$ cat src/rtl/instruction_fetch_if.sv
// instruction_fetch_if: memory, pipeline-control and decoded-field signals of the fetch stage
interface instruction_fetch_if;
  logic [31:0] pc;
  logic        imem_read;
  logic [31:0] imem_address;
  logic [31:0] imem_instruction;
  logic        imem_busywait;
  logic        stall;
  logic        branch_taken;
  logic [31:0] branch_target;
  logic        instr_valid;
  logic [7:0]  opcode;
  logic [7:0]  dest;
  logic [7:0]  src1;
  logic [7:0]  src2;
  logic        illegal;
  modport master (
    input  imem_instruction, imem_busywait, stall, branch_taken, branch_target,
    output pc, imem_read, imem_address, instr_valid, opcode, dest, src1, src2, illegal
  );
  modport slave (
    output imem_instruction, imem_busywait, stall, branch_taken, branch_target,
    input  pc, imem_read, imem_address, instr_valid, opcode, dest, src1, src2, illegal
  );
endinterface

$ cat src/rtl/instruction_fetch.sv
// instruction_fetch: reset/fetch/issue FSM with PC, IR and field split.
// Optional macro FETCH_OPCODE_CHECK_EN replaces opcodes above 8'h05 with a flagged MOV.
module instruction_fetch #(
  parameter logic [31:0] RESET_PC = 32'h0000_0000,
  parameter int          PC_STEP  = 4
) (
  input logic           clk,
  input logic           reset,
  instruction_fetch_if.master bus
);
  typedef enum logic [1:0] {S_RESET, S_FETCH, S_ISSUE} state_t;
  state_t      state, next_state;
  logic [31:0] pc, ir, ir_load, pc_next;
  logic        load, advance;
  assign load    = state == S_FETCH && !bus.imem_busywait;
  assign advance = state == S_ISSUE && !bus.stall;
  always_comb begin
    next_state = state;
    next_state = state == S_RESET ? S_FETCH :
                 state == S_FETCH ? (bus.imem_busywait ? S_FETCH : S_ISSUE) :
                 (bus.stall ? S_ISSUE : S_FETCH);
  end
  always_ff @(posedge clk)
    state <= reset ? S_RESET : next_state;
  assign pc_next = bus.branch_taken ? (bus.branch_target & 32'hFFFF_FFFC)
                                    : (pc + 32'(PC_STEP)) & 32'hFFFF_FFFC;
  always_ff @(posedge clk) begin
    if (reset) begin
      pc <= RESET_PC & 32'hFFFF_FFFC;
      ir <= 32'h0;
    end else begin
      if (load) ir <= ir_load;
      if (advance) pc <= pc_next;
    end
  end
`ifdef FETCH_OPCODE_CHECK_EN
  logic ill, ill_load;
  assign ill_load = bus.imem_instruction[31:24] > 8'h05;
  // unsupported opcodes become MOV dest,dest,dest so the datapath stays harmless
  assign ir_load  = ill_load ? {8'h01, {3{bus.imem_instruction[23:16]}}} : bus.imem_instruction;
  always_ff @(posedge clk) begin
    if (reset) ill <= 1'b0;
    else if (load) ill <= ill_load;
  end
  assign bus.illegal = ill && state == S_ISSUE;
`else
  assign ir_load     = bus.imem_instruction;
  assign bus.illegal = 1'b0;
`endif
  assign bus.pc           = pc;
  assign bus.imem_address = pc;
  assign bus.imem_read    = state == S_FETCH;
  assign bus.instr_valid  = state == S_ISSUE;
  assign bus.opcode       = ir[31:24];
  assign bus.dest         = ir[23:16];
  assign bus.src1         = ir[15:8];
  assign bus.src2         = ir[7:0];
endmodule

$ cat src/flat_wrapper.sv
// flat-port wrapper written by rule: the top's interface ports become plain ports
module instruction_fetch_flat 
#(
  parameter logic [31:0] RESET_PC = 32'h0000_0000,
  parameter int          PC_STEP  = 4
)
  (clk, reset, bus_imem_instruction, bus_imem_busywait, bus_stall, bus_branch_taken, bus_branch_target, bus_pc, bus_imem_read, bus_imem_address, bus_instr_valid, bus_opcode, bus_dest, bus_src1, bus_src2, bus_illegal);
  instruction_fetch_if bus_i ();
  input logic clk;
  input logic reset;
  input wire logic [$bits(bus_i.imem_instruction)-1:0] bus_imem_instruction;
  input wire logic [$bits(bus_i.imem_busywait)-1:0] bus_imem_busywait;
  input wire logic [$bits(bus_i.stall)-1:0] bus_stall;
  input wire logic [$bits(bus_i.branch_taken)-1:0] bus_branch_taken;
  input wire logic [$bits(bus_i.branch_target)-1:0] bus_branch_target;
  output wire logic [$bits(bus_i.pc)-1:0] bus_pc;
  output wire logic [$bits(bus_i.imem_read)-1:0] bus_imem_read;
  output wire logic [$bits(bus_i.imem_address)-1:0] bus_imem_address;
  output wire logic [$bits(bus_i.instr_valid)-1:0] bus_instr_valid;
  output wire logic [$bits(bus_i.opcode)-1:0] bus_opcode;
  output wire logic [$bits(bus_i.dest)-1:0] bus_dest;
  output wire logic [$bits(bus_i.src1)-1:0] bus_src1;
  output wire logic [$bits(bus_i.src2)-1:0] bus_src2;
  output wire logic [$bits(bus_i.illegal)-1:0] bus_illegal;
  assign bus_i.imem_instruction = bus_imem_instruction;
  assign bus_i.imem_busywait = bus_imem_busywait;
  assign bus_i.stall = bus_stall;
  assign bus_i.branch_taken = bus_branch_taken;
  assign bus_i.branch_target = bus_branch_target;
  assign bus_pc = bus_i.pc;
  assign bus_imem_read = bus_i.imem_read;
  assign bus_imem_address = bus_i.imem_address;
  assign bus_instr_valid = bus_i.instr_valid;
  assign bus_opcode = bus_i.opcode;
  assign bus_dest = bus_i.dest;
  assign bus_src1 = bus_i.src1;
  assign bus_src2 = bus_i.src2;
  assign bus_illegal = bus_i.illegal;
  instruction_fetch #(.RESET_PC(RESET_PC), .PC_STEP(PC_STEP)) u_core (.clk(clk), .reset(reset), .bus(bus_i));
endmodule
$ cat config.mk
export PLATFORM = sky130hd
export DESIGN_NAME = instruction_fetch_flat
export DESIGN_NICKNAME = d
export VERILOG_FILES = /design/src/rtl/instruction_fetch_if.sv /design/src/rtl/instruction_fetch.sv /design/src/flat_wrapper.sv
export SDC_FILE = /design/constraint.sdc
export NUM_CORES = 1
export LEC_CHECK = 0
export ABC_CLOCK_PERIOD_IN_PS = 5700
export CORE_UTILIZATION = 45
export DETAILED_ROUTE_END_ITERATION = 10
export PLACE_DENSITY = 0.87
export SYNTH_ARGS = -nofsm -noshare
export SYNTH_HDL_FRONTEND = slang
export SYNTH_SLANG_ARGS = --single-unit
$ cat constraint.sdc
create_clock -name clk -period 5.7 [get_ports clk]
set_clock_uncertainty 0.05 [all_clocks]
set_input_delay 1.71 -clock clk [delete_from_list [all_inputs] [get_ports clk]]
set_output_delay 1.71 -clock clk [all_outputs]
set_load 0.01 [all_outputs]
# == Word-level counts from Yosys, hierarchy flattened ==
# Index checks and enable logic that the tools add are counted.
# op_classes
add_sub_neg,1
n_eq_ne,2
n_mux,5
n_reduce_logical,6
# ops
cell,count
adder 32 x 3 -> 32 bit (second input constant),1
2-to-1 mux 32 bit,1
2-to-1 mux 2 bit,3
== test 2 x 1 -> 1 bit (second input constant),1
== test 2 bit (second input constant),1
logical AND 1 bit,2
zero test 1 bit,2
zero test 2 bit,1
OR reduction 2 bit,1
2-to-1 mux 1 bit,1
# word_totals
regBits,66
output_inout_bits,99
word_cells,18

# == Depth between registers and ports, before layout ==
# Gate-level depths: netlist of run 1.
# logic_depth
word_depth,3
depth_mapped,7
ltp_nobuf,5

# == Least setup slack after synthesis of run 1 ==
# OpenSTA, ideal clock, no wires.
# synth_path
path_kind,input to register
start,input port bus_branch_taken
end,register u_core.pc[25] (netlist: u_core.bus.imem_address[25])
setup_time_ns,0.079
arrival_ns,3.035
t_required_ns,5.571
setup_slack_ns,2.536
path_stages,6
path_cell_list,clkbuf_1 > or2_2 > clkbuf_1 > or3_1 > or4_1 > o211ai_1
# synth_via
elab_chain_cells,1
# synth_lines
element,line_no,source
"start, declared",flat_wrapper.sv:14,input wire logic [$bits(bus_i.branch_taken)-1:0] bus_branch_taken;
2-to-1 mux 32 bit,instruction_fetch.sv:25,assign pc_next = bus.branch_taken ? (bus.branch_target & 32'hFFFF_FFFC)
"end signal, assigned",instruction_fetch.sv:29,pc <= RESET_PC & 32'hFFFF_FFFC;
"end signal, assigned",instruction_fetch.sv:33,if (advance) pc <= pc_next;
"end, declared",instruction_fetch.sv:13,"logic [31:0] pc, ir, ir_load, pc_next;"
# No other way between the ends.
# A chain may end at the register's enable or synchronous reset.

# == Worst setup path after layout of run 1 ==
# layout_path
start,input port bus_stall
end,register u_core.pc[25] (netlist: u_core.bus.imem_address[25])
# layout_via
elab_chain_cells,2
# layout_lines
element,line_no,source
"start, declared",flat_wrapper.sv:13,input wire logic [$bits(bus_i.stall)-1:0] bus_stall;
zero test 1 bit,instruction_fetch.sv:16,assign advance = state == S_ISSUE && !bus.stall;
logical AND 1 bit,instruction_fetch.sv:16,
# No other way between the ends.

==> results of run 1 <==
cell type report:
type | count | area [um2] | area share
Timing Repair Buffer | 164 | 1620 | 0.315
Multi-Input combinational cell | 339 | 1890 | 0.368
Sequential cell | 64 | 1280 | 0.249
Clock inverter | 7 | 78.8 | 0.0153
Inverter | 5 | 18.8 | 0.00365
Tap cell | 102 | 128 | 0.0248
Clock buffer | 9 | 124 | 0.0241
worst reg2reg max path, stage by stage, from the launching register on:
cell,delay [ns]
dfxtp_1,0.37
or3b_1,0.70
buf_4,0.34
or3_1,0.35
or4_1,0.40
o211ai_1,0.09
worst min path at each step:
stage	end	slack, ns	cells past startpoint
6_report	u_core.ir[10]$_SDFFE_PP0P_	0.41	2
5_1_grt	u_core.ir[14]$_SDFFE_PP0P_	0.43	2
4_1_cts	u_core.ir[10]$_SDFFE_PP0P_	0.41	2
3_5_place_dp	u_core.ir[10]$_SDFFE_PP0P_	0.40	2
3_3_place_gp	u_core.ir[25]$_SDFFE_PP0P_	0.39	2
2_1_floorplan	u_core.state[1]$_SDFF_PP0_	0.42	2
layer usage:
layer,share of wire,up-vias
met1,0.39,1804
met2,0.49,241
met5,0,-
met3,0.11,19
met4,0.016,0
li1,-,1899
flip-flops by register name, summed over array words and instances, names as in the netlist:
signal,flops
u_core.ir,32
u_core.state,2
u_core.bus.imem_address,30
power by group:
group / internal (W) / switching [W] / leakage (nW)
logic: 0.000102 / 0.0000793 / 1.13
clock network: 0.000205 / 0.000201 / 0.0925
registers: 0.000465 / 0.0000180 / 0.520
placed cells by master (no fill, tap or decap), drive strengths merged, types with 8 or more instances in the layout:
master / Yosys / layout
and4: 12 / 12
a21oi: 50 / 50
dfxtp: 64 / 64
o21ai: 10 / 10
nor3: 8 / 8
nand3: 25 / 25
nor2: 14 / 14
and3: 8 / 8
clkbuf: 31 / 9
nand2: 99 / 99
clkdlybuf4s50: 0 / 158
nand4: 16 / 16
cells by family after synthesis:
kind of cell | Yosys count | share of synthesized area
other | 1 | 0.00104
AND/OR/NAND/NOR | 216 | 0.300
multiplexers | 2 | 0.00558
buffers and inverters | 77 | 0.121
flip-flops | 64 | 0.357
AO/OA/AOI/OAI | 115 | 0.212
adder cells (fa/ha/maj) | 1 | 0.00348
stage by stage:
stage                     hold slack (ns)  cells  utilization  area [um2]  total power, W
final                               0.406    690        0.666        5140         0.00107
after global routing                0.426    690        0.666        5140         0.00111
after CTS                           0.407    690        0.666        5140         0.00107
after detailed placement            0.398    674        0.639        4940        0.000673
after global placement              0.391    674        0.639        4940        0.000669
after floorplan                     0.420    480            -        3610        0.000575
==> impl_metrics.prom, run 1 <==
# TYPE chip_impl_metric gauge
chip_impl_info{name="run_status",value="completed"} 1
chip_impl_info{name="busiest_layer",value="met2"} 1
chip_impl_metric{name="clkSlewWorstSetupHoldPaths",unit="ns"} 0.07
chip_impl_metric{name="synth-edff-count",unit=""} 0
chip_impl_info{name="timing.rr.start",value="u_core.state[1]$_SDFF_PP0_"} 1
chip_impl_metric{name="number_of_synthesized_register_bits",unit=""} 64
chip_impl_metric{name="drt.antenna.violating_nets",unit=""} 0
chip_impl_metric{name="n_antenna_cell",unit=""} 0
chip_impl_metric{name="drive_above_1_share",unit=""} 0.0493
chip_impl_metric{name="max-slew-margin-rel",unit=""} 0.180
chip_impl_metric{name="first_global_vias",unit=""} 3715
chip_impl_metric{name="initial_antenna_violation_count",unit=""} 0
chip_impl_metric{name="dp_worst_setup_slack",unit="ns"} 1.55
chip_impl_metric{name="number_of_failing_hold_endpoints_at_the_final_stage",unit=""} 0
chip_impl_metric{name="cts_made_buffers",unit=""} 9
chip_impl_metric{name="floorplan.die_area",unit="um2"} 8340
chip_impl_info{name="critical_path_class",value="in2reg"} 1
chip_impl_metric{name="gr-total-overflow",unit=""} 0
chip_impl_info{name="start_kind",value="primary input"} 1
chip_impl_metric{name="fin_crit_sh",unit=""} 0.672
chip_impl_metric{name="post_synth.cell_area_avg",unit="um2"} 7.54
chip_impl_metric{name="wire_length_of_the_first_global_routing_pass",unit="um"} 17500
chip_impl_metric{name="ports",unit=""} 168
chip_impl_metric{name="netlist_area",unit="um2"} 3590
chip_impl_metric{name="grt.met2_usage",unit=""} 0.443
chip_impl_info{name="critical_path.top_delay_family",value="simple AND/OR/NAND/NOR gates"} 1
chip_impl_metric{name="critPathArrivalTime",unit="ns"} 4.05
chip_impl_info{name="synthMostInstantiatedCell",value="nand2_1"} 1
chip_impl_info{name="hp-start",value="u_core.ir[10]$_SDFFE_PP0P_"} 1
chip_impl_metric{name="crit_fanout",unit=""} 23
chip_impl_metric{name="cts_setup_buffers",unit=""} 0
chip_impl_metric{name="port-buffer-count",unit=""} 160
chip_impl_metric{name="via_per_inst",unit=""} 5.74
chip_impl_info{name="slowest_stage",value="or3b_1"} 1
chip_impl_metric{name="tritoncts_num_sinks",unit=""} 64
chip_impl_info{name="worst_hold_path_type",value="reg2reg"} 1
chip_impl_metric{name="synth.yosys.seq_area_share",unit=""} 0.357
chip_impl_metric{name="max_freq",unit="GHz"} 0.261
chip_impl_metric{name="drc",unit=""} 0
chip_impl_metric{name="number_of_setup_violations_in_the_final_report",unit=""} 0
chip_impl_metric{name="initial_core_utilization",unit=""} 0.465
chip_impl_metric{name="dr.pass1.iters",unit=""} 5
chip_impl_metric{name="layout_setup_ws",unit="ns"} 1.87
chip_impl_metric{name="syn-instance-count",unit=""} 476
chip_impl_metric{name="hold_buffers",unit=""} 0
chip_impl_info{name="cp_cell_sequence",value="clkdlybuf4s50_1 -> or3b_1 -> buf_4 -> or3_1 -> or4_1 -> o211ai_1"} 1
chip_impl_info{name="worstSetupEndpointType",value="register"} 1
chip_impl_metric{name="ys_types",unit=""} 55
chip_impl_metric{name="grt_met1_usage",unit=""} 0.308
chip_impl_metric{name="wirelength",unit="um"} 11000
chip_impl_info{name="cts_tree",value="done"} 1
chip_impl_metric{name="num_rows",unit=""} 32
chip_impl_metric{name="power.ir.vdd_worst",unit="mV"} 0.161
chip_impl_metric{name="drv.max_cap_violation_count",unit=""} 0
chip_impl_metric{name="critical_path_required",unit="ns"} 5.92
chip_impl_metric{name="final_net_count",unit=""} 653
chip_impl_metric{name="die_x",unit="um"} 91.3
chip_impl_info{name="critPathCapture",value="u_core.bus.imem_address[25]$_SDFFE_PP0P_"} 1
chip_impl_metric{name="core_area",unit="um2"} 7730
chip_impl_metric{name="globalRouteTotalUtil",unit=""} 0.262
chip_impl_info{name="cp-startpoint",value="bus_stall"} 1
chip_impl_info{name="synth.cells.most_frequent",value="99 x nand2_1, 64 x dfxtp_1, 50 x a21oi_1, 35 x buf_4, 30 x clkbuf_1"} 1
chip_impl_metric{name="max_stage_delay",unit="ns"} 0.71
chip_impl_info{name="crit-reg2reg-capture",value="u_core.bus.imem_address[25]$_SDFFE_PP0P_"} 1
chip_impl_metric{name="number_of_drc_markers_in_iteration_0",unit=""} 319
chip_impl_metric{name="die_h",unit="um"} 91.3
chip_impl_metric{name="crit_buf_inv",unit=""} 2
chip_impl_metric{name="max-clock-path-buffers",unit=""} 2
chip_impl_metric{name="critical_path_depth",unit=""} 6
chip_impl_info{name="rsz_0062_raised_after_global_routing",value="no"} 1
chip_impl_metric{name="synth_async_sr_flop_share",unit=""} 0
chip_impl_metric{name="postCtsResizedCells",unit=""} 0
chip_impl_metric{name="layout.filler_cells",unit=""} 632
chip_impl_metric{name="dr_total_vias",unit=""} 3963
chip_impl_metric{name="route.detailed.wl_per_inst",unit="um"} 15.9
chip_impl_metric{name="final_period_minus_worst_setup_slack",unit="ns"} 3.83
chip_impl_metric{name="reg2reg_depth",unit=""} 5
chip_impl_info{name="clockRootBuffer",value="clkbuf_8"} 1
chip_impl_metric{name="timing_worst_slew_pin_value",unit="ns"} 1.23
chip_impl_metric{name="yosys_warnings",unit=""} 0
chip_impl_info{name="yosysTopAreaCell",value="dfxtp_1"} 1
chip_impl_metric{name="timing.setup.tns",unit="ns"} 0
chip_impl_metric{name="hpwlAfterDp",unit="um"} 7810
chip_impl_metric{name="global_route.usage.met3",unit=""} 0.0829
chip_impl_metric{name="grt_max_degree",unit=""} 44
chip_impl_metric{name="drv_slew",unit=""} 0
chip_impl_metric{name="place.gp.congestion",unit=""} 0.903
chip_impl_info{name="post_synth_main_area_contributors",value="dfxtp_1 36%, nand2_1 10%, buf_4 7.3%"} 1
chip_impl_metric{name="synthToLayoutAreaGrowth",unit="%"} 43.2
chip_impl_metric{name="htree_levels",unit=""} 3
chip_impl_metric{name="clk-insertion-delay-late",unit="ns"} 0.35
chip_impl_metric{name="reg2reg_slack",unit="ns"} 3.32
chip_impl_metric{name="leakage",unit="nW"} 1.74
chip_impl_info{name="ys.flop_type",value="dfxtp_1"} 1
chip_impl_metric{name="synth_top_area_frac",unit=""} 0.357
chip_impl_metric{name="cellPowerDensity",unit="nW/um2"} 208
Power figures use the tool's default switching activity.
==> run 2, diff against run 1 <==
--- a/config.mk
+++ b/config.mk
@@ -5,10 +5,10 @@
 export SDC_FILE = /design/constraint.sdc
 export NUM_CORES = 1
 export LEC_CHECK = 0
-export ABC_CLOCK_PERIOD_IN_PS = 5700
-export CORE_UTILIZATION = 45
+export ABC_CLOCK_PERIOD_IN_PS = 3520
+export CORE_UTILIZATION = 38
 export DETAILED_ROUTE_END_ITERATION = 10
-export PLACE_DENSITY = 0.87
+export PLACE_DENSITY = 0.78
 export SYNTH_ARGS = -nofsm -noshare
 export SYNTH_HDL_FRONTEND = slang
 export SYNTH_SLANG_ARGS = --single-unit
==> constraint.sdc (replaced) <==
create_clock -name clk -period 3.52 [get_ports clk]
set_clock_uncertainty 0.05 [all_clocks]
set_input_delay 1.056 -clock clk [delete_from_list [all_inputs] [get_ports clk]]
set_output_delay 1.056 -clock clk [all_outputs]
set_load 0.01 [all_outputs]
==> run 2 against run 1 <==
Critical path depth fell by 1. Via count rose by 2.5%. Global-route usage fell by 3.2 points. Wire length rose by 5.2%. Utilization fell by 9.8 points. Clock-buffer cell count rose by 2. Register-to-register slack got worse by 2.1 ns. Hold slack got worse by 0.0018 ns. Die area rose by 18%. Cell count rose by 1.7%. Setup slack got worse by 1.1 ns. Clock power rose by 92%. Critical endpoint is now u_core.bus.imem_address[16]$_SDFFE_PP0P_.
==> impl_metrics.prom, run 2 (synthesized netlist as in run 1, its figures left out) <==
# TYPE chip_impl_metric gauge
chip_impl_metric{name="initial_antenna_violation_count",unit=""} 0
chip_impl_info{name="critical_path_class",value="in2reg"} 1
chip_impl_metric{name="critical_path_depth",unit=""} 5
chip_impl_info{name="worstSetupEndpointType",value="register"} 1
chip_impl_metric{name="clk-insertion-delay-late",unit="ns"} 0.34
chip_impl_metric{name="initial_core_utilization",unit=""} 0.390
chip_impl_metric{name="cts_setup_buffers",unit=""} 0
chip_impl_metric{name="crit_buf_inv",unit=""} 2
chip_impl_metric{name="hold_buffers",unit=""} 0
chip_impl_info{name="start_kind",value="primary input"} 1
chip_impl_metric{name="hold_ws",unit="ns"} 0.404
chip_impl_metric{name="drive_above_1_share",unit=""} 0.0525
chip_impl_info{name="timing.rr.start",value="u_core.bus.imem_address[2]$_SDFFE_PP0P_"} 1
chip_impl_metric{name="reg2reg_slack",unit="ns"} 1.24
chip_impl_metric{name="max_freq",unit="GHz"} 0.363
chip_impl_metric{name="drv_slew",unit=""} 0
chip_impl_metric{name="number_of_setup_violations_in_the_final_report",unit=""} 0
chip_impl_metric{name="port-buffer-count",unit=""} 160
chip_impl_info{name="critical_path.top_delay_family",value="buffers and inverters"} 1
chip_impl_metric{name="tritoncts_num_sinks",unit=""} 64
chip_impl_metric{name="ports",unit=""} 168
chip_impl_info{name="crit-reg2reg-capture",value="u_core.bus.imem_address[26]$_SDFFE_PP0P_"} 1
chip_impl_metric{name="grt_max_degree",unit=""} 53
chip_impl_metric{name="leakage",unit="nW"} 1.79
chip_impl_metric{name="floorplan.die_area",unit="um2"} 9840
chip_impl_metric{name="clkSlewWorstSetupHoldPaths",unit="ns"} 0.07
chip_impl_metric{name="first_global_vias",unit=""} 3683
chip_impl_metric{name="timing.setup.tns",unit="ns"} 0
chip_impl_info{name="run_status",value="completed"} 1
chip_impl_metric{name="n_antenna_cell",unit=""} 0
chip_impl_metric{name="reg2reg_depth",unit=""} 5
chip_impl_info{name="worst_hold_path_type",value="reg2reg"} 1
chip_impl_metric{name="place.gp.congestion",unit=""} 0.885
chip_impl_metric{name="drt.antenna.violating_nets",unit=""} 0
chip_impl_metric{name="core_area",unit="um2"} 9200
chip_impl_metric{name="cellPowerDensity",unit="nW/um2"} 356
chip_impl_metric{name="die_x",unit="um"} 99.2
chip_impl_metric{name="dr_total_vias",unit=""} 4063
chip_impl_metric{name="number_of_drc_markers_in_iteration_0",unit=""} 335
chip_impl_metric{name="dr.pass1.iters",unit=""} 5
chip_impl_metric{name="via_per_inst",unit=""} 5.79
chip_impl_metric{name="drc",unit=""} 0
chip_impl_metric{name="cts_made_buffers",unit=""} 9
chip_impl_metric{name="power.ir.vdd_worst",unit="mV"} 0.294
chip_impl_metric{name="final_period_minus_worst_setup_slack",unit="ns"} 2.76
chip_impl_info{name="rsz_0062_raised_after_global_routing",value="no"} 1
chip_impl_metric{name="wire_length_of_the_first_global_routing_pass",unit="um"} 18400
chip_impl_info{name="cp-startpoint",value="bus_stall"} 1
chip_impl_metric{name="critPathArrivalTime",unit="ns"} 2.90
chip_impl_metric{name="gr-total-overflow",unit=""} 0
chip_impl_info{name="slowest_stage",value="or3b_1"} 1
chip_impl_metric{name="synthToLayoutAreaGrowth",unit="%"} 45.4
chip_impl_metric{name="max-slew-margin-rel",unit=""} 0.592
chip_impl_metric{name="number_of_failing_hold_endpoints_at_the_final_stage",unit=""} 0
chip_impl_metric{name="num_rows",unit=""} 35
chip_impl_metric{name="hpwlAfterDp",unit="um"} 8120
chip_impl_metric{name="postCtsResizedCells",unit=""} 0
chip_impl_metric{name="max-clock-path-buffers",unit=""} 2
chip_impl_info{name="most-common-layout-cells",value="158 x clkdlybuf4s50_1, 99 x nand2_1, 64 x dfxtp_1"} 1
chip_impl_info{name="clockRootBuffer",value="clkbuf_8"} 1
chip_impl_metric{name="fin_crit_sh",unit=""} 0.783
chip_impl_metric{name="critical_path_required",unit="ns"} 3.66
chip_impl_metric{name="route.detailed.wl_per_inst",unit="um"} 16.5
chip_impl_info{name="cp_cell_sequence",value="clkdlybuf4s50_1 -> or3b_1 -> buf_4 -> o311ai_0 -> o22ai_1"} 1
chip_impl_info{name="critPathCapture",value="u_core.bus.imem_address[16]$_SDFFE_PP0P_"} 1
chip_impl_info{name="largest-register",value="u_core.ir"} 1
chip_impl_metric{name="max_stage_delay",unit="ns"} 0.54
chip_impl_metric{name="drv.max_cap_violation_count",unit=""} 0
chip_impl_info{name="cts_tree",value="done"} 1
chip_impl_metric{name="globalRouteTotalUtil",unit=""} 0.230
chip_impl_metric{name="crit_fanout",unit=""} 22
chip_impl_metric{name="timing_worst_slew_pin_value",unit="ns"} 0.610
chip_impl_info{name="layout.cells.most_common",value="clkdlybuf4s50_1"} 1
chip_impl_metric{name="largest_register_ff_count",unit=""} 32
chip_impl_metric{name="wirelength",unit="um"} 11600
chip_impl_metric{name="die_h",unit="um"} 99.2
chip_impl_metric{name="final_net_count",unit=""} 656
chip_impl_metric{name="htree_levels",unit=""} 3
==> run 2: cell count changes in the layout (fill, tap and decap cells not counted), moves of 2 or more <==
cell and change:
buf_4 +3, clkinvlp_4 -3, bufinv_16 +2, inv_6 -2
==> run 2: area by class of cell <==
class	count	area (um2)
multi-input cells	339	1890
repair buffers	167	1640
fillers	870	3980
well taps	111	139
clock buffers	11	141
flip-flops and latches	64	1280
clock inverters	5	104
inverters	5	18.8
==> run 2: where the power goes <==
part	internal [W]	switching, W	leakage [nW]
Combinational	0.000167	0.000129	1.14
Sequential	0.000754	0.0000308	0.520
Clock	0.000491	0.000287	0.124
Total	0.00141	0.000447	1.79
==> run 2: worst min-delay path by stage <==
| stage | startpoint | end | slack [ns] | cells past startpoint |
|---|---|---|---|---|
| 3_5_place_dp | u_core.ir[21]$_SDFFE_PP0P_ | u_core.ir[21]$_SDFFE_PP0P_ | 0.40 | 2 |
| 5_1_grt | u_core.ir[12]$_SDFFE_PP0P_ | u_core.ir[12]$_SDFFE_PP0P_ | 0.43 | 2 |
| 3_3_place_gp | u_core.ir[10]$_SDFFE_PP0P_ | u_core.ir[10]$_SDFFE_PP0P_ | 0.39 | 2 |
| 4_1_cts | u_core.ir[21]$_SDFFE_PP0P_ | u_core.ir[21]$_SDFFE_PP0P_ | 0.41 | 2 |
| 2_1_floorplan | u_core.state[1]$_SDFF_PP0_ | u_core.state[1]$_SDFF_PP0_ | 0.42 | 2 |
| 6_report | u_core.ir[1]$_SDFFE_PP0P_ | u_core.ir[1]$_SDFFE_PP0P_ | 0.40 | 2 |
==> run 2: through the flow <==
stage | total power [W] | utilization | setup slack [ns] | instance area, um2 | instances
floorplan | 0.000932 | - | 1.01 | 3610 | 480
global placement | 0.00109 | 0.541 | 0.496 | 4970 | 686
detailed placement | 0.00109 | 0.541 | 0.452 | 4970 | 686
CTS | 0.00187 | 0.568 | 0.780 | 5220 | 702
global route | 0.00194 | 0.568 | 0.706 | 5220 | 702
finish | 0.00186 | 0.568 | 0.763 | 5220 | 702
==> run 2: worst reg2reg max path, stage by stage (launching register included) <==
cell,delay (ns)
dfxtp_1,0.44
ha_1,0.32
and4_1,0.37
nand3_1,0.28
o311a_1,0.43
o31a_1,0.29
==> run 2: routing by layer <==
metal,part of all wire,global-route usage
met2,0.49,0.382
met1,0.40,0.286
met4,0.017,0.0928
met5,0,0
met3,0.10,0.0562
==> run 3, diff against run 2 <==
--- a/config.mk
+++ b/config.mk
@@ -5,10 +5,10 @@
 export SDC_FILE = /design/constraint.sdc
 export NUM_CORES = 1
 export LEC_CHECK = 0
-export ABC_CLOCK_PERIOD_IN_PS = 3520
-export CORE_UTILIZATION = 38
+export ABC_CLOCK_PERIOD_IN_PS = 2600
+export CORE_UTILIZATION = 42
 export DETAILED_ROUTE_END_ITERATION = 10
-export PLACE_DENSITY = 0.78
+export PLACE_DENSITY = 0.82
 export SYNTH_ARGS = -nofsm -noshare
 export SYNTH_HDL_FRONTEND = slang
 export SYNTH_SLANG_ARGS = --single-unit
==> constraint.sdc (replaced) <==
create_clock -name clk -period 2.6 [get_ports clk]
set_clock_uncertainty 0.05 [all_clocks]
set_input_delay 0.78 -clock clk [delete_from_list [all_inputs] [get_ports clk]]
set_output_delay 0.78 -clock clk [all_outputs]
set_load 0.01 [all_outputs]
==> run 3 against run 2 <==
Critical path depth decreased by 4. Sequential share of layout area is 0.26 points lower. Largest cell class unchanged. Cell count up 0.71%. Global-route usage grew 2.9 points. First-iteration DRC count fell by 14%. Power rose by 27%. Sequential power grew 35%. Via count is 1.2% lower. Register-to-register slack got worse by 0.89 ns. Setup slack lost 0.48 ns.
==> impl_metrics.prom, run 3 (synthesized netlist as in run 1, its figures left out) <==
# TYPE chip_impl_metric gauge
chip_impl_metric{name="drv.max_cap_violation_count",unit=""} 0
chip_impl_metric{name="final_net_count",unit=""} 667
chip_impl_metric{name="ports",unit=""} 168
chip_impl_info{name="start_kind",value="register"} 1
chip_impl_metric{name="port-buffer-count",unit=""} 160
chip_impl_metric{name="initial_core_utilization",unit=""} 0.435
chip_impl_metric{name="n_antenna_cell",unit=""} 0
chip_impl_metric{name="global_route.usage.met3",unit=""} 0.0620
chip_impl_metric{name="crit_buf_inv",unit=""} 1
chip_impl_metric{name="fin_crit_sh",unit=""} 0.891
chip_impl_metric{name="dr_total_vias",unit=""} 4013
chip_impl_metric{name="wire_length_of_the_first_global_routing_pass",unit="um"} 18200
chip_impl_metric{name="core_area",unit="um2"} 8260
chip_impl_info{name="run_status",value="completed"} 1
chip_impl_metric{name="layout.filler_cells",unit=""} 737
chip_impl_metric{name="netSwitchingPower",unit="W"} 0.000647
chip_impl_metric{name="drive_above_1_share",unit=""} 0.0714
chip_impl_metric{name="die_h",unit="um"} 94.5
chip_impl_info{name="hold-path-endpoint",value="u_core.ir[1]$_SDFFE_PP0P_"} 1
chip_impl_metric{name="timing_worst_slew_pin_value",unit="ns"} 0.575
chip_impl_metric{name="cellInternalPower",unit="W"} 0.00171
chip_impl_metric{name="die_x",unit="um"} 94.5
chip_impl_metric{name="hold_depth",unit=""} 2
chip_impl_metric{name="hold_buffers",unit=""} 0
chip_impl_metric{name="power_frac_clock",unit=""} 0.376
chip_impl_metric{name="post_layout_nonfiller_instances",unit=""} 707
chip_impl_metric{name="leakage",unit="nW"} 1.82
chip_impl_metric{name="dp.cells",unit=""} 691
chip_impl_metric{name="dp_worst_setup_slack",unit="ns"} -0.0557
chip_impl_metric{name="num_rows",unit=""} 33
chip_impl_metric{name="route.detailed.wl_per_inst",unit="um"} 16.2
chip_impl_metric{name="via_per_inst",unit=""} 5.68
chip_impl_metric{name="htree_levels",unit=""} 3
chip_impl_metric{name="drv_slew",unit=""} 0
chip_impl_metric{name="power.ir.vdd_worst",unit="mV"} 0.313
chip_impl_metric{name="max_freq",unit="GHz"} 0.432
chip_impl_info{name="worst_hold_path_type",value="reg2reg"} 1
chip_impl_metric{name="floorplan.die_area",unit="um2"} 8920
chip_impl_metric{name="cts_setup_buffers",unit=""} 0
chip_impl_metric{name="largest_register_ff_count",unit=""} 32
chip_impl_metric{name="critPathArrivalTime",unit="ns"} 1.49
chip_impl_metric{name="drt.antenna.violating_nets",unit=""} 0
chip_impl_metric{name="first_global_vias",unit=""} 3803
chip_impl_metric{name="cts_made_buffers",unit=""} 9
chip_impl_info{name="critical_path.top_delay_family",value="buffers and inverters"} 1
chip_impl_metric{name="finish.utilization",unit=""} 0.639
chip_impl_info{name="hp-start",value="u_core.ir[1]$_SDFFE_PP0P_"} 1
chip_impl_metric{name="max-clock-path-buffers",unit=""} 2
chip_impl_metric{name="critical_path_depth",unit=""} 1
chip_impl_metric{name="final_period_minus_worst_setup_slack",unit="ns"} 2.32
chip_impl_metric{name="max_stage_delay",unit="ns"} 0.61
chip_impl_metric{name="initial_antenna_violation_count",unit=""} 0
chip_impl_info{name="slowest_stage",value="clkdlybuf4s50_1"} 1
chip_impl_metric{name="max-slew-margin-rel",unit=""} 0.615
chip_impl_metric{name="hpwlAfterDp",unit="um"} 8140
chip_impl_metric{name="number_of_failing_hold_endpoints_at_the_final_stage",unit=""} 0
chip_impl_metric{name="cellPowerDensity",unit="nW/um2"} 446
chip_impl_metric{name="drc",unit=""} 0
chip_impl_info{name="crit-reg2reg-capture",value="u_core.bus.imem_address[30]$_SDFFE_PP0P_"} 1
chip_impl_metric{name="seqPwrFrac",unit=""} 0.451
chip_impl_metric{name="layout_setup_ws",unit="ns"} 0.283
chip_impl_info{name="timing.rr.start",value="u_core.bus.imem_address[2]$_SDFFE_PP0P_"} 1
chip_impl_info{name="cp_cell_sequence",value="clkdlybuf4s50_1"} 1
chip_impl_metric{name="postCtsResizedCells",unit=""} 0
chip_impl_metric{name="number_of_drc_markers_in_iteration_0",unit=""} 287
chip_impl_metric{name="combPwrFrac",unit=""} 0.174
chip_impl_metric{name="wirelength",unit="um"} 11500
chip_impl_info{name="busiest_layer",value="met2"} 1
chip_impl_metric{name="reg2reg_depth",unit=""} 5
chip_impl_metric{name="globalRouteTotalUtil",unit=""} 0.259
chip_impl_info{name="largest-register",value="u_core.ir"} 1
chip_impl_metric{name="place.gp.congestion",unit=""} 0.863
chip_impl_metric{name="gr-total-overflow",unit=""} 0
chip_impl_info{name="worstSetupEndpointType",value="primary output"} 1
chip_impl_info{name="layout.cells.most_common",value="clkdlybuf4s50_1"} 1
chip_impl_info{name="clockRootBuffer",value="clkbuf_8"} 1
chip_impl_metric{name="reg2reg_slack",unit="ns"} 0.35
chip_impl_metric{name="grt_met1_usage",unit=""} 0.322
chip_impl_metric{name="clkSlewWorstSetupHoldPaths",unit="ns"} 0.08
chip_impl_metric{name="dr.pass1.iters",unit=""} 5
chip_impl_metric{name="clk-insertion-delay-late",unit="ns"} 0.34
chip_impl_metric{name="switching_share",unit=""} 0.275
chip_impl_info{name="cts_tree",value="done"} 1
chip_impl_metric{name="crit_fanout",unit=""} 9
chip_impl_metric{name="synthToLayoutAreaGrowth",unit="%"} 46.9
chip_impl_info{name="rsz_0062_raised_after_global_routing",value="no"} 1
chip_impl_metric{name="tritoncts_num_sinks",unit=""} 64
chip_impl_metric{name="grt_max_degree",unit=""} 62
chip_impl_metric{name="critical_path_required",unit="ns"} 1.77
chip_impl_info{name="most-common-layout-cells",value="158 x clkdlybuf4s50_1, 99 x nand2_1, 64 x dfxtp_1"} 1
chip_impl_info{name="critical_path_class",value="reg2out"} 1
chip_impl_metric{name="number_of_setup_violations_in_the_final_report",unit=""} 0
chip_impl_metric{name="grt.met2_usage",unit=""} 0.429
[run 3: cell types whose count changed in the layout (fill, tap and decap cells not counted), sizes merged]
cell,before,now
buf,9,20
clkinvlp,0,1
inv,5,8
clkbuf,11,9
bufinv,3,1
[run 3: stage by stage]
step,cell area [um2],hold slack [ns],setup TNS (ns),power (W)
floorplan,3610,0.420,0,0.00126
global placement,5070,0.390,-0.0376,0.00148
detailed placement,5070,0.400,-0.0968,0.00149
CTS,5280,0.412,0,0.00237
global route,5280,0.429,0,0.00247
finish,5280,0.409,0,0.00235
[run 3: layout make-up]
cell class | instances | area, um2 | share of cell area
inverter | 5 | 18.8 | 0.00356
multi-input combinational | 339 | 1890 | 0.359
tap | 105 | 131 | 0.0249
sequential | 64 | 1280 | 0.243
clock inverter | 7 | 77.6 | 0.0147
clock buffer | 9 | 124 | 0.0235
timing repair buffer | 178 | 1750 | 0.332
[run 3: worst max path at each step]
| stage | to | slack, ns | startpoint |
|---|---|---|---|
| after detailed placement | u_core.bus.imem_address[30]$_SDFFE_PP0P_ | -0.06 | bus_stall |
| after CTS | bus_imem_address[7] | 0.27 | u_core.bus.imem_address[7]$_SDFFE_PP0P_ |
| after global placement | u_core.bus.imem_address[30]$_SDFFE_PP0P_ | -0.04 | bus_stall |
| after global routing | bus_imem_address[19] | 0.21 | u_core.bus.imem_address[19]$_SDFFE_PP0P_ |
| after floorplan | u_core.bus.imem_address[25]$_SDFFE_PP0P_ | 0.37 | bus_branch_taken |
| final | bus_imem_address[7] | 0.28 | u_core.bus.imem_address[7]$_SDFFE_PP0P_ |
[run 3: power by group through the flow]
| stage | registers, W | clock network (W) | logic [W] |
|---|---|---|---|
| after floorplan | 0.00109 | 0 | 0.000169 |
| after global placement | 0.00108 | 0 | 0.000404 |
| after detailed placement | 0.00108 | 0 | 0.000408 |
| after CTS | 0.00106 | 0.000898 | 0.000411 |
| after global routing | 0.00107 | 0.000955 | 0.000444 |
| final | 0.00106 | 0.000884 | 0.000409 |
[run 3: worst register-to-register path, stage by stage (launching register included)]
cell and delay, ns:
dfxtp_1 0.47, ha_1 0.31, and4_1 0.40, and3_1 0.35
a21oi_1 0.09, or4_1 0.46
[run 3: metal layers]
layer | wire, um | vias to the layer above
li1 | - | 1924
met5 | 0 | -
met3 | 992 | 22
met2 | 5440 | 186
met1 | 4820 | 1881
met4 | 220 | 0
